==> src/rtl/op_sequencer.sv <==
// op_sequencer: byte-code fetch/decode/execute control unit for the
// ALU + accumulator operation block.
//
// Ports:
//   clk, rst_n         clock, async active-low reset
//   start              begin execution (honoured in IDLE / HALT)
//   mem_addr/req/ack   program memory read handshake, mem_rdata data
//   alu_op, b_operand  ALU opcode (IR[2:0]) and B operand
//   aku_ce             accumulator enable, 1-cycle pulse in ALU EXEC
//   acc_in, carry_in   accumulator value and ALU carry
//   carry_flag         latched carry
//   out_data/valid/rdy output port with valid/ready handshake
//   halted, illegal    status (illegal is sticky until restart)
//   pc                 program counter
module op_sequencer #(
    parameter int                ADDR_W   = 8,
    parameter logic [ADDR_W-1:0] RESET_PC = '0
) (
    input  logic              clk,
    input  logic              rst_n,
    input  logic              start,
    output logic [ADDR_W-1:0] mem_addr,
    output logic              mem_req,
    input  logic              mem_ack,
    input  logic [7:0]        mem_rdata,
    output logic [2:0]        alu_op,
    output logic [7:0]        b_operand,
    output logic              aku_ce,
    input  logic [7:0]        acc_in,
    input  logic              carry_in,
    output logic              carry_flag,
    output logic [7:0]        out_data,
    output logic              out_valid,
    input  logic              out_ready,
    output logic              halted,
    output logic              illegal,
    output logic [ADDR_W-1:0] pc
);

    typedef enum logic [2:0] {
        S_IDLE,
        S_FETCH,
        S_DECODE,
        S_OPFETCH,
        S_EXEC,
        S_OUTW,
        S_HALT
    } state_t;

    state_t            r_state;
    logic [ADDR_W-1:0] r_pc;
    logic [7:0]        r_ir;
    logic [7:0]        r_operand;
    logic              r_mem_req;
    logic              r_aku_ce;
    logic              r_carry;
    logic [7:0]        r_out_data;
    logic              r_out_valid;
    logic              r_halted;
    logic              r_illegal;

    logic              w_nop;
    logic              w_alu;
    logic              w_jmp;
    logic              w_jc;
    logic              w_out;
    logic              w_hlt;
    logic [ADDR_W-1:0] w_pc_inc;
    logic [ADDR_W-1:0] w_target;

    assign w_nop    = (r_ir[7:4] == 4'h0);
    assign w_alu    = (r_ir[7:4] == 4'h1);
    assign w_jmp    = (r_ir[7:4] == 4'h2);
    assign w_jc     = (r_ir[7:4] == 4'h3);
    assign w_out    = (r_ir[7:4] == 4'h4);
    assign w_hlt    = (r_ir[7:4] == 4'hF);
    assign w_pc_inc = r_pc + ADDR_W'(1);
    assign w_target = ADDR_W'(r_operand);

    always_ff @(posedge clk or negedge rst_n) begin
        if (!rst_n) begin
            r_state     <= S_IDLE;
            r_pc        <= RESET_PC;
            r_ir        <= 8'h00;
            r_operand   <= 8'h00;
            r_mem_req   <= 1'b0;
            r_aku_ce    <= 1'b0;
            r_carry     <= 1'b0;
            r_out_data  <= 8'h00;
            r_out_valid <= 1'b0;
            r_halted    <= 1'b0;
            r_illegal   <= 1'b0;
        end else begin
            r_aku_ce <= 1'b0;
            unique case (r_state)
                S_IDLE: begin
                    if (start) begin
                        r_state   <= S_FETCH;
                        r_mem_req <= 1'b1;
                    end
                end
                S_FETCH: begin
                    if (mem_ack) begin
                        r_ir      <= mem_rdata;
                        r_pc      <= w_pc_inc;
                        r_mem_req <= 1'b0;
                        r_state   <= S_DECODE;
                    end
                end
                S_DECODE: begin
                    unique case (1'b1)
                        w_nop: begin
                            r_state   <= S_FETCH;
                            r_mem_req <= 1'b1;
                        end
                        w_alu, w_jmp, w_jc: begin
                            r_state   <= S_OPFETCH;
                            r_mem_req <= 1'b1;
                        end
                        w_out: begin
                            // accumulator cannot change in OUTW (aku_ce=0)
                            r_state     <= S_OUTW;
                            r_out_valid <= 1'b1;
                            r_out_data  <= acc_in;
                        end
                        w_hlt: begin
                            r_state  <= S_HALT;
                            r_halted <= 1'b1;
                        end
                        default: begin
                            r_state   <= S_HALT;
                            r_halted  <= 1'b1;
                            r_illegal <= 1'b1;
                        end
                    endcase
                end
                S_OPFETCH: begin
                    if (mem_ack) begin
                        r_operand <= mem_rdata;
                        r_pc      <= w_pc_inc;
                        r_mem_req <= 1'b0;
                        r_aku_ce  <= w_alu;
                        r_state   <= S_EXEC;
                    end
                end
                S_EXEC: begin
                    // carry latches on the same edge the accumulator loads
                    if (w_alu) begin
                        r_carry <= carry_in;
                    end
                    if (w_jmp || (w_jc && r_carry)) begin
                        r_pc <= w_target;
                    end
                    r_state   <= S_FETCH;
                    r_mem_req <= 1'b1;
                end
                S_OUTW: begin
                    if (out_ready) begin
                        r_out_valid <= 1'b0;
                        r_state     <= S_FETCH;
                        r_mem_req   <= 1'b1;
                    end
                end
                S_HALT: begin
                    if (start) begin
                        r_pc      <= RESET_PC;
                        r_halted  <= 1'b0;
                        r_illegal <= 1'b0;
                        r_state   <= S_FETCH;
                        r_mem_req <= 1'b1;
                    end
                end
                default: begin
                    r_state   <= S_IDLE;
                    r_mem_req <= 1'b0;
                end
            endcase
        end
    end

    assign mem_addr   = r_pc;
    assign mem_req    = r_mem_req;
    assign alu_op     = r_ir[2:0];
    assign b_operand  = r_operand;
    assign aku_ce     = r_aku_ce;
    assign carry_flag = r_carry;
    assign out_data   = r_out_data;
    assign out_valid  = r_out_valid;
    assign halted     = r_halted;
    assign illegal    = r_illegal;
    assign pc         = r_pc;

endmodule

==> config.mk <==
export PLATFORM = sky130hd
export DESIGN_NAME = op_sequencer
export DESIGN_NICKNAME = d
export VERILOG_FILES = /design/src/rtl/op_sequencer.sv
export SDC_FILE = /design/constraint.sdc
export NUM_CORES = 1
export LEC_CHECK = 0
export ABC_AREA = 1
export CAP_MARGIN = 20
export CORE_UTILIZATION = 49
export CTS_BUF_LIST = sky130_fd_sc_hd__clkbuf_4
export DETAILED_ROUTE_END_ITERATION = 16
export PLACE_DENSITY = 0.9
export SLEW_MARGIN = 25
export SYNTH_ARGS = -nofsm -noshare
export SYNTH_HDL_FRONTEND = slang
export SYNTH_SLANG_ARGS = --single-unit
==> constraint.sdc <==
create_clock -name clk -period 1.65 [get_ports clk]
set_input_delay 0.33 -clock clk [delete_from_list [all_inputs] [get_ports clk]]
set_output_delay 0.33 -clock clk [all_outputs]
set_load 0.03 [all_outputs]
Yosys cells after proc, flatten, opt, wreduce, memory -nomap -nowiden
Cells that the tools add are included.

Bits in registers: 41. Bits of input ports: 22. Word-level logic and storage cells: 82. Output and inout bits: 41.

Multiplexer cells: 25. Eq/ne operators: 22. $add $sub $neg: 1. Reduce and logical (&&, ||, !) cells: 23.

Operator list (number): 2-to-1 mux 8 bit (3); case mux 8 bit (3 select lines) (1); inequality test 2 bit (second input constant) (9); case mux 3 bit (6 select lines) (1); 2-to-1 mux 3 bit (4); AND reduction 4 bit (3); 2-to-1 mux 1 bit (11); equality test 3 bit (second input constant) (3); case mux 3 bit (3 select lines) (1); AND reduction 3 bit (3); adder 8 x 1 -> 8 bit (second input constant) (1); equality test 4 x 2 -> 1 bit (second input constant) (2); AND reduction 2 bit (4); equality test 3 x 2 -> 1 bit (second input constant) (2); case mux 1 bit (2 select lines) (3); OR reduction 6 bit (1); case mux 1 bit (5 select lines) (1); OR reduction 5 bit (1); equality test 4 x 1 -> 1 bit (second input constant) (1); equality test 4 x 3 -> 1 bit (second input constant) (1); equality test 4 bit (second input constant) (1); zero test 4 bit (1); inequality test 2 x 1 -> 1 bit (second input constant) (2); nonzero test 2 bit (2); other kinds (8) (9).

Depth between registers and ports, before layout
Depth after elaboration: 5. Mapped depth: 11. Depth with buffers taken out: 10.

Worst setup path after synthesis
Ideal clock, no wire load.

Kind: register to register. Start point: register r_state[0]. End point: register r_pc[3], in the netlist mem_addr[3]. Library setup time: 74 ps. Setup slack: 189 ps. Required time: 1576 ps. Cell stages (with the launch flop): 9. Data arrival time: 1387 ps. Cell sequence: dfrtp_1 > inv_2 > ha_1 > nor2_1 > nand2_1 > nor2_4 > buf_6 > nand2_1 > o21ai_2.

Cells in the longest elaborated chain, start to end: 4. Elaborated cells between the ends (all ways): 11.

Ends and longest elaborated chain: start, declared (RTL line 50) `state_t r_state;`; start signal, assigned (RTL line 82) `r_state <= S_IDLE;`; start signal, assigned (RTL line 98) `r_state <= S_FETCH;`; start signal, assigned (RTL line 107) `r_state <= S_DECODE;`; equality test 3 x 2 -> 1 bit or equality test 3 x 1 -> 1 bit (tied branches) (RTL line 95) `unique case (r_state)`; OR reduction 2 bit (no line); inequality test 2 x 1 -> 1 bit (no line) or nonzero test 3 bit (tied branches); AND reduction 4 bit (no line); end signal, assigned (RTL line 105) `r_pc <= w_pc_inc;`; end signal, assigned (RTL line 140) `r_pc <= w_pc_inc;`; end signal, assigned (RTL line 152) `r_pc <= w_target;`; end, declared (RTL line 51) `logic [ADDR_W-1:0] r_pc;`.

Several ways; a longest one is shown, not always the timed one. A chain may end at the register's enable or synchronous reset.

Worst setup path in the final report
Start point: register r_pc[0], in the netlist mem_addr[0]. End point: output port pc[0].

RTL lines: end, declared (RTL line 37) `output logic [ADDR_W-1:0] pc`.

No word-level cell between the ends.

==> reports/results.tsv <==
stage	metric	value	unit
synthesis	library cells used by synthesis	27	
setup_path	Worst Setup Start Kind	flip-flop	
floorplan	Die H	68.98	um
setup_path	CP bufs+invs	1	
setup_path	worst path arrival time	1.24	ns
clock_tree	Max Buffers Root-to-Sink	2	
floorplan	core area	4144	um2
final_layout	NumNets Final	370	
final_layout	number of diodes	0	
final_layout	most common cell after layout, fill and taps aside	nand2_1	
power_and_ir_drop	PD cells	1910	nW/um2
sta	Tmin final	1.565	ns
grt	GRT Util Overall	0.2245	
synthesis	Mapped Cells	277	
routing	Avg WL per Cell	12.19	um
final_layout	most frequent cells in the layout	nand2_1 (89), dlygate4sd2_1 (41), dfrtp_1 (38)	
power_and_ir_drop	switching power share of the total	0.4909	
placed_design	I/O Buffers	62	
routing	Vias	1956	
power_and_ir_drop	Total Power	5.561	mW
routing	routed vias/inst	4.939	
sta	worst-margin pin slew	0.4940	ns
floorplan	die width	68.98	um
synthesis	Ys Warns	0	
synthesis	sequential area share after synthesis	0.4553	
synthesis	Synth area leader	dfrtp_1	
clock_tree	CTS tree	done	
flow_run	max_cap viols	0	
final_layout	layout cells sized above 1	0.1561	
hold_path	hold crit path type	input pin to asynchronous set/reset pin	
placed_design	Area after DPL	2845	um2
setup_path	crit-path max cell delay	0.46	ns
synthesis	synthesized flop and latch total	40	
grt	total grt overflow	0	
placed_design	GP Congestion	0.9415	
routing	1st-pass router iterations	4	
setup_path	Crit-path slowest cell	dfrtp_1	
sta	Fin. Hold Viols	0	
routing	Routed Wire Length	4.829	mm
floorplan	Die ar.	4758	um2
sta	RSZ-0062 raised after global routing	true	
grt	first-pass GRT wire length	7.728	mm
grt	largest net degree at the start of global routing	22	
final_layout	post-route cell area	2912	um2
setup_path	critical path's top delay family	flip-flops	
power_and_ir_drop	Pleak	1.561	nW
grt	vias in the first global route	1770	
routing	Detail Route Antenna Nets	0	
power_and_ir_drop	Reg power frac	0.323	
power_and_ir_drop	Peak supply drop	924.0	uV
setup_path	Worst EP required	1.32	ns
power_and_ir_drop	clock share of power	0.115	
setup_path	CP Max Fanout	6	
synthesis	syn avg cell area	7.936	um2
clock_tree	CTS Buf Count	5	
outcome	status	finished, final reports clean	
sta	fin. max-slew vios	0	
setup_path	crit path capture type	output pin	
clock_tree	htree depth	2	
routing	Initial DRC Count	127	
sta	period utilisation layout	0.9485	
clock_tree	CTS root buffer	clkbuf_4	
synthesis	Mapped Nets	302	
power_and_ir_drop	sw power	2.730	mW
sta	Rel. slew slack	0.6707	
power_and_ir_drop	Comb pwr share	0.562	
power_and_ir_drop	Internal Power	2.831	mW
sta	Max Clk Rate	639.0	MHz
synthesis	Mapped Area	2198	um2
synthesis	largest cells by area after synthesis	dfrtp_1 (46%), nand2_1 (15%), inv_1 (6.0%)	
grt	initial antenna violation count	0	
synthesis	Synth top area share	0.4553	
final_layout	Area growth syn-to-layout	32.44	%
sta	Final setup viols	0	
setup_path	CP Class	flip-flop to output pin	
floorplan	Initial Util	0.5305	
floorplan	I/O pin total	63	
final_layout	Final Util	0.7026	
clock_tree	Worst-path clk slew	0.12	ns
floorplan	Std-Cell Rows	23	
routing	number of remaining DRC errors	0	
clock_tree	clock sink total	40	
setup_path	crit path cell chain	dlygate4sd2_1	
clock_tree	Clock Latency Late Sink	0.36	ns
sta	Clock Skew	0.01301	ns
placed_design	Post-DP HPWL	3.679	mm
## final timing paths
check	startpoint	end	slack [ns]	cells after the start
worst max-delay path	mem_addr[0]$_DFFE_PN0P_	pc[0]	0.08	1
worst min-delay path	rst_n	out_data[7]$_DFFE_PN0P_	0.47	2
worst max register to register	r_state[0]$_DFFE_PN0P_	out_data[3]$_DFFE_PN0P_	0.10	7
worst min register to register	out_data[6]$_DFFE_PN0P_	out_data[6]$_DFFE_PN0P_	0.49	2
max in group asynchronous	rst_n	r_state[2]$_DFFE_PN0P_	0.70	3
min in group clk	out_data[6]$_DFFE_PN0P_	out_data[6]$_DFFE_PN0P_	0.49	2
## final cells by class
cell class | instances | area (um2)
Fill cell | 336 | 1232
Sequential cell | 40 | 1003
Multi-Input combinational cell | 180 | 918.4
Timing Repair Buffer | 77 | 691.9
Inverter | 41 | 155.1
Tap cell | 50 | 62.56
Clock inverter | 3 | 42.54
Clock buffer | 5 | 37.54
## metal layers
metal,GRT usage,vias to the layer above,wire [um]
met3,0.04605,7,265
met4,0.09694,0,61
met5,0,-,0
met1,0.2832,885,2149
li1,-,996,-
met2,0.3701,68,2352
## power by group through the flow
stage          Sequential, mW  Combinational [mW]  Clock (mW)
3_5_place_dp             1.83                3.35           0
6_report                 1.80                3.12       0.642
5_1_grt                  1.86                3.44       0.700
4_1_cts                  1.80                3.07       0.661
2_1_floorplan            2.40                1.64           0
3_3_place_gp             1.81                3.27           0
## worst register-to-register path, delay by kind of cell, from the launching register on
family | cells | cell delay, ns
AND/OR/NAND/NOR | 4 | 0.67
flip-flops | 1 | 0.47
AO/OA/AOI/OAI | 1 | 0.06
buffers and inverters | 2 | 0.25
## what timing repair did
action                                  4_1_cts  5_1_grt
hold buffers                                  1        0
pin swaps                                     0        1
endpoints found under the setup margin       46        7
setup buffers                                 0        3
resized for setup                            42        2
hold endpoints to repair                     20        0
## cell families (layout without fill, tap and decap cells)
logic type	after synthesis	after routing	share of synthesized area
buffers and inverters	57	126	0.1281
AO/OA/AOI/OAI	42	42	0.1161
adder cells (fa/ha/maj)	3	3	0.01708
multiplexers	1	1	0.006828
flip-flops	40	40	0.4553
AND/OR/NAND/NOR	134	134	0.2766
## state kept, by name (all words and copies together), names as in the netlist
register    flops
aku_ce          1
b_operand       8
carry_flag      1
halted          1
illegal         1
mem_addr        8
mem_req         1
out_data        8
out_valid       1
r_ir            7
r_state         3
## cells in the mapped netlist
library cell  instances
clkinv_2              1
o21a_1                1
inv_1                35
inv_2                 4
a21oi_1               4
nor3_2                1
o21ai_2              10
clkinv_1              1
buf_6                 3
buf_2                 2
nor2_1               14
nand3_1              17
buf_4                11
dfrtp_1              40
nand2_2               3
o21bai_1              2
nor4_4                1
o21ai_0              10
ha_1                  3
nand4_1               2
nand4_4               1
nor2_4                2
mux2_4                1
nand2_4               1
nand2_1              89
nor2_2                3
o21ai_1              15
## through the flow
stage	worst slack [ns]	std cells	TNS, ns	hold WS, ns
6_report	0.08498	396	0	0.4652
5_1_grt	-0.02274	396	-0.07098	0.4914
4_1_cts	0.04942	393	0	0.4659
3_5_place_dp	-0.04354	384	-0.1549	0.3241
3_3_place_gp	-0.01064	384	-0.01064	0.3092
2_1_floorplan	0.1895	277	0	0.03441
(Power assumes the default switching activity.)
